`config.mk`:
```
export PLATFORM = sky130hd
export DESIGN_NAME = ttl_7493_sync
export DESIGN_NICKNAME = d
export VERILOG_FILES = /design/src/rtl/ttl_7493_sync.sv
export SDC_FILE = /design/constraint.sdc
export NUM_CORES = 1
export LEC_CHECK = 0
export CELL_PAD_IN_SITES_DETAIL_PLACEMENT = 1
export CELL_PAD_IN_SITES_GLOBAL_PLACEMENT = 1
export CORE_AREA = 2 2 39 41
export DETAILED_ROUTE_END_ITERATION = 7
export DIE_AREA = 0 0 41 43
export PLACE_DENSITY_LB_ADDON = 0.1
export SYNTH_ARGS = -nofsm -noshare
export SYNTH_HDL_FRONTEND = slang
export SYNTH_SLANG_ARGS = --single-unit
```
`constraint.sdc`:
```
create_clock -name CLK -period 3.6 [get_ports CLK]
set_input_delay 0.72 -clock CLK [delete_from_list [all_inputs] [get_ports CLK]]
set_output_delay 0.72 -clock CLK [all_outputs]
set_load 0.01 [all_outputs]
```
`src/rtl/ttl_7493_sync.sv`:
```
// Clock-synchronous model of the 7493 4-bit ripple counter.
// The TTL clock pins are sampled on CLK and debounced. A falling edge on the
// debounced level advances section A (divide-by-2) or section B (divide-by-8).
// In cascade mode section B is advanced one CLK after QA falls, so the ripple
// states of the original part (for example 1110 between 1111 and 0000) are kept.
module ttl_7493_sync #(
  parameter int FILTER  = 1,  // consecutive identical samples before a level is accepted (1..15)
  parameter int CASCADE = 0   // 1: section B is clocked by the QA fall, 0: by CKB_N
) (
  input  logic CLK,
  input  logic RESET,
  input  logic CKA_N,
  input  logic CKB_N,
  input  logic R0_1,
  input  logic R0_2,
  output logic QA,
  output logic QB,
  output logic QC,
  output logic QD
);

  localparam int CW = $clog2(FILTER + 1);
  // The run counter only has to reach FILTER-1. The FILTER-th differing sample
  // is the one that commits the new level.
  localparam logic [CW-1:0] LAST = CW'(FILTER - 1);

  // Channel 0 is CKA_N and channel 1 is CKB_N. Both use the same filter.
  logic [1:0]         pin;
  logic [1:0]         smp;
  logic [1:0]         acc;
  logic [1:0][CW-1:0] run;
  logic [1:0]         fall;

  logic       clear;
  logic       ripple;
  logic       b_tick;
  logic [2:0] cnt_b;

  assign pin   = {CKB_N, CKA_N};
  assign clear = R0_1 & R0_2;

  genvar g;
  generate
    for (g = 0; g < 2; g++) begin : g_ch
      // Sample stage. The pin idles high (TTL) while in reset.
      always_ff @(posedge CLK or posedge RESET) begin
        if (RESET) smp[g] <= 1'b1;
        else       smp[g] <= pin[g];
      end

      // Debounce. The accepted level follows the sample only after FILTER
      // differing samples in a row. Any sample that agrees restarts the run.
      always_ff @(posedge CLK or posedge RESET) begin
        if (RESET) begin
          acc[g] <= 1'b1;
          run[g] <= '0;
        end else if (smp[g] != acc[g]) begin
          if (run[g] == LAST) begin
            acc[g] <= smp[g];
            run[g] <= '0;
          end else begin
            run[g] <= run[g] + 1'b1;
          end
        end else begin
          run[g] <= '0;
        end
      end

      // The falling edge is flagged in the same cycle that the accepted level
      // commits 1->0. The counter therefore moves on that CLK edge.
      assign fall[g] = acc[g] & ~smp[g] & (run[g] == LAST);
    end
  endgenerate

  // Section A toggles. Clear wins and drops any coincident edge.
  always_ff @(posedge CLK or posedge RESET) begin
    if (RESET)        QA <= 1'b0;
    else if (clear)   QA <= 1'b0;
    else if (fall[0]) QA <= ~QA;
  end

  // The QA 1->0 transition is held for one cycle. This is the internal ripple
  // into section B. Clear or reset discards a pending ripple.
  always_ff @(posedge CLK or posedge RESET) begin
    if (RESET) ripple <= 1'b0;
    else       ripple <= ~clear & fall[0] & QA;
  end

  assign b_tick = (CASCADE != 0) ? ripple : fall[1];

  // Section B is a modulo-8 counter.
  always_ff @(posedge CLK or posedge RESET) begin
    if (RESET)       cnt_b <= '0;
    else if (clear)  cnt_b <= '0;
    else if (b_tick) cnt_b <= cnt_b + 3'd1;
  end

  assign {QD, QC, QB} = cnt_b;

endmodule

```
# Yosys cells after proc, flatten, opt, wreduce, memory -nomap -nowiden
# Index checks and enable logic that the tools add are counted.
dict set report totals {
  ff_bits 10
  latch_bits 0
  mem_bits_rw 0
  romBits 0
  in_bits 6
  output_inout_bits 4
  elab_cells 35
  memories 0
}
dict set report op_classes {
  add_sub_neg 3
  n_mul 0
  n_div 0
  n_lt_le_gt_ge 0
  n_eq_ne 2
  n_shift 0
  muxes 8
  bitwise_logic 10
  n_reduce_logical 4
}
# op n
set ops {}
lappend ops {{two-way mux 1 bit} 6}
lappend ops {{two-way mux 3 bit} 2}
lappend ops {{AND 1 bit} 5}
lappend ops {{NOT 1 bit} 5}
lappend ops {{AND reduction 2 bit} 2}
lappend ops {{nonzero test 2 bit} 2}
lappend ops {{adder 3 x 1 -> 3 bit (second input constant)} 1}
lappend ops {{adder 1 bit (second input constant)} 2}
lappend ops {{inequality test 1 bit} 2}

# Logic depth before layout (Yosys ltp)
dict set report depth {
  depth_word 5
  ltp_mapped 4
  ltp_nobuf 4
}

# Worst setup path after synthesis
# No wires, ideal clock.
dict set report synth_timing {
  path_kind {reg2reg}
  startpoint {register smp[1]}
  endpoint {register cnt_b[2]}
  setup_time_ns 0.077
  arrival_time_ns 1.059
  required_time_ns 3.523
  slack_ns 2.463
  stages_incl_launch_ff 5
  n_path_buf 0
  synth_period_minus_slack_ns 1.137
  cell_sequence {dfstp_2 inv_1 ha_1 a21bo_1 a21oi_1}
}
dict set report synth_between {
  elab_chain_len 4
}
# element line_no
set synth_lines {}
lappend synth_lines {{start: declaration} 29} ;# logic [1:0] smp;
lappend synth_lines {{start signal: indexed assignment} 48} ;# else smp[g] <= pin[g];
lappend synth_lines {{NOT 1 bit} 71} ;# assign fall[g] = acc[g] & ~smp[g] & (run[g] == LAST);
lappend synth_lines {{AND 1 bit (2 in series)} 71}
lappend synth_lines {{nonzero test 2 bit (no line)} --}
lappend synth_lines {{end signal: assignment} 95} ;# else if (b_tick) cnt_b <= cnt_b + 3'd1;
lappend synth_lines {{end: declaration} 37} ;# logic [2:0] cnt_b;
# Every way passes these cells.
# A chain may end at the register's enable or synchronous reset.

# Worst setup path after layout
dict set report layout_timing {
  startpoint {register cnt_b[0]}
  endpoint {output port QB}
}
# element line_no
set layout_lines {}
lappend layout_lines {{end: declaration} 17} ;# output logic QB,
# No word-level cell between the ends.

==> flow_metrics.env <==
export IMPL_wl_per_cell_um=10.0
export IMPL_drc=0
export IMPL_clock_latency_ns=0.25
export IMPL_fp_dieW_um=41
export IMPL_drt_pre_antenna_iters=2
export IMPL_place_port_buffers=9
export IMPL_critPathTopFamily="buffers and inverters"
export IMPL_tightest_slew_ns=0.281
export IMPL_drive_gt1_frac=0.175
export IMPL_timing_final_crit_period_ns=1.90
export IMPL_ff2ff_setup_slack_ns=2.39
export IMPL_whs_endpoint="acc[0]"
export IMPL_avgSynthCellArea_um2=12.1
export IMPL_grt_ovfl_total=0
export IMPL_fin_skew_ns=0.00286
export IMPL_slew_headroom=0.812
export IMPL_diodes=0
export IMPL_synth_cells=28
export IMPL_whs_ns=0.480
export IMPL_vias=238
export IMPL_cts_repair_resized=0
export IMPL_ctsHoldBuffers=0
export IMPL_power_density_nw_per_um2=689
export IMPL_post_cts_setup_buffers=0
export IMPL_area_growth_syn_to_layout_pct=39.1
export IMPL_yosys_warnings=0
export IMPL_root_buffer="clkbuf_4"
export IMPL_critPathMaxFanout=3
export IMPL_max_stage_delay_ns=0.55
export IMPL_whs_path_depth=2
export IMPL_synth_cell_types=13
export IMPL_ant_nets=0
export IMPL_cap_violations=0
export IMPL_grt_max_degree=9
export IMPL_clk_pin_slew_ns=0.05
export IMPL_cts_sinks=8
export IMPL_arrival_ns=1.18
export IMPL_start_util=0.245
export IMPL_nNetsFinal=51
export IMPL_peakVddDrop_uv=214
export IMPL_finalCritPeriodShare=0.526
export IMPL_hp_class="reg2reg"
export IMPL_critPathRequiredTime_ns=2.88
export IMPL_worstHoldStart="acc[0]"
export IMPL_critPathLaunchType="flip-flop"
export IMPL_layout_commonest_cell="clkdlybuf4s50_1"
export IMPL_reg2reg_to="cnt_b[2]"
export IMPL_die_area_um2=1760
export IMPL_fin_setup_tns_ns=0
export IMPL_timing_rr_start="smp[1]"
export IMPL_crit_chain="clkdlybuf4s50_1"
export IMPL_worstSetupEndpointType="output pin"
export IMPL_core_area_um2=1380
export IMPL_status="finished, final reports clean"
export IMPL_avgViaCountPerCell=4.25
export IMPL_htree_levels=1
export IMPL_leakagePower_nw=0.213
export IMPL_track_usage=0.0832
export IMPL_cts_tree="done"
export IMPL_synth_area_um2=339
export IMPL_die_h_um=43
export IMPL_cts_buffers=3
export IMPL_hold_viol_final=0
export IMPL_synth_yosys_seq_area_share=0.605
export IMPL_core_rowCount=14
export IMPL_antenna_found_initial=0
export IMPL_grt_pass1_wl_um=924
export IMPL_gp_congestion=0.619
export IMPL_final_max_slew_viol_count=0
export IMPL_setup_viol=0
export IMPL_worstSetupPathType="reg2out"
export IMPL_first_iter_violations=3
export IMPL_max_freq_mhz=528
export IMPL_rsz0062_at_grt="false"
export IMPL_wl_um=561
export IMPL_crit_buf_inv=1
export IMPL_crit_slowest_cell="clkdlybuf4s50_1"
export IMPL_grt_pass1_vias=243
export IMPL_synth_fp_nets=37
export IMPL_cts_buffer_depth=2
export IMPL_final_cell_mix="clkdlybuf4s50_1, dfrtp_1, dfstp_2"
export IMPL_io_pins=10
export IMPL_ys_ff_latch=8
export IMPL_worstRegToRegCells=4
flip-flops by register name, indices dropped and copies added (netlist names):
signal  cells
cnt_b       3
acc         2
smp         2
QA          1
metrics by stage:
step	setup slack (ns)	util	instances	total power, mW	instance area, um^2
after floorplan	2.46	-	28	0.210	339
after global placement	1.98	0.325	53	0.252	449
after detailed placement	1.96	0.325	53	0.263	449
after CTS	1.69	0.341	56	0.333	472
after global routing	1.65	0.341	56	0.354	472
final	1.70	0.341	56	0.325	472
layer usage:
metal	vias up	wire length [um]	global-route usage
met1	112	235	0.0864
met5	-	0	0
met2	7	282	0.119
met3	2	40	0.0314
li1	117	-	-
met4	0	4	0.0800
cells by family (layout without fill, tap and decap cells):
group,Yosys count,in the layout,synth area share
compound gates,4,4,0.0738
xor+xnor,2,2,0.0517
fa+ha+maj,3,3,0.111
simple gates,7,7,0.0960
flops,8,8,0.605
buf+inv,3,15,0.0332
mux,1,1,0.0295
report_power, final:
part	switching, mW	total [mW]	internal (mW)
clock	0.0286	0.0666	0.0380
sequential	0.0184	0.146	0.127
combinational	0.0482	0.113	0.0646
Yosys cell counts:
cell | instances | area share
o21ai_0 | 2 | 0.030
a21bo_1 | 1 | 0.030
dfstp_2 | 4 | 0.31
ha_1 | 3 | 0.11
and2_1 | 1 | 0.018
nand3b_1 | 1 | 0.022
nor2_1 | 3 | 0.033
mux2i_1 | 1 | 0.030
dfrtp_1 | 4 | 0.30
a21oi_1 | 1 | 0.015
nand2_1 | 2 | 0.022
inv_1 | 3 | 0.033
xnor2_1 | 2 | 0.052
how the worst max path moves through the flow:
stage | start | to | cells past startpoint
2_1_floorplan | smp[1] | cnt_b[2] | 4
3_3_place_gp | cnt_b[0] | QB | 1
3_5_place_dp | cnt_b[0] | QB | 1
4_1_cts | cnt_b[0] | QB | 1
5_1_grt | cnt_b[0] | QB | 1
6_report | cnt_b[0] | QB | 1
layout make-up:
type,instances,area (um^2)
fillers,165,912
clock buffers,3,22.5
flip-flops and latches,8,205
well taps,16,20.0
repair buffers,9,90.1
inverters,3,11.3
multi-input cells,17,123
No activity file was read; power rests on OpenSTA's default activity.
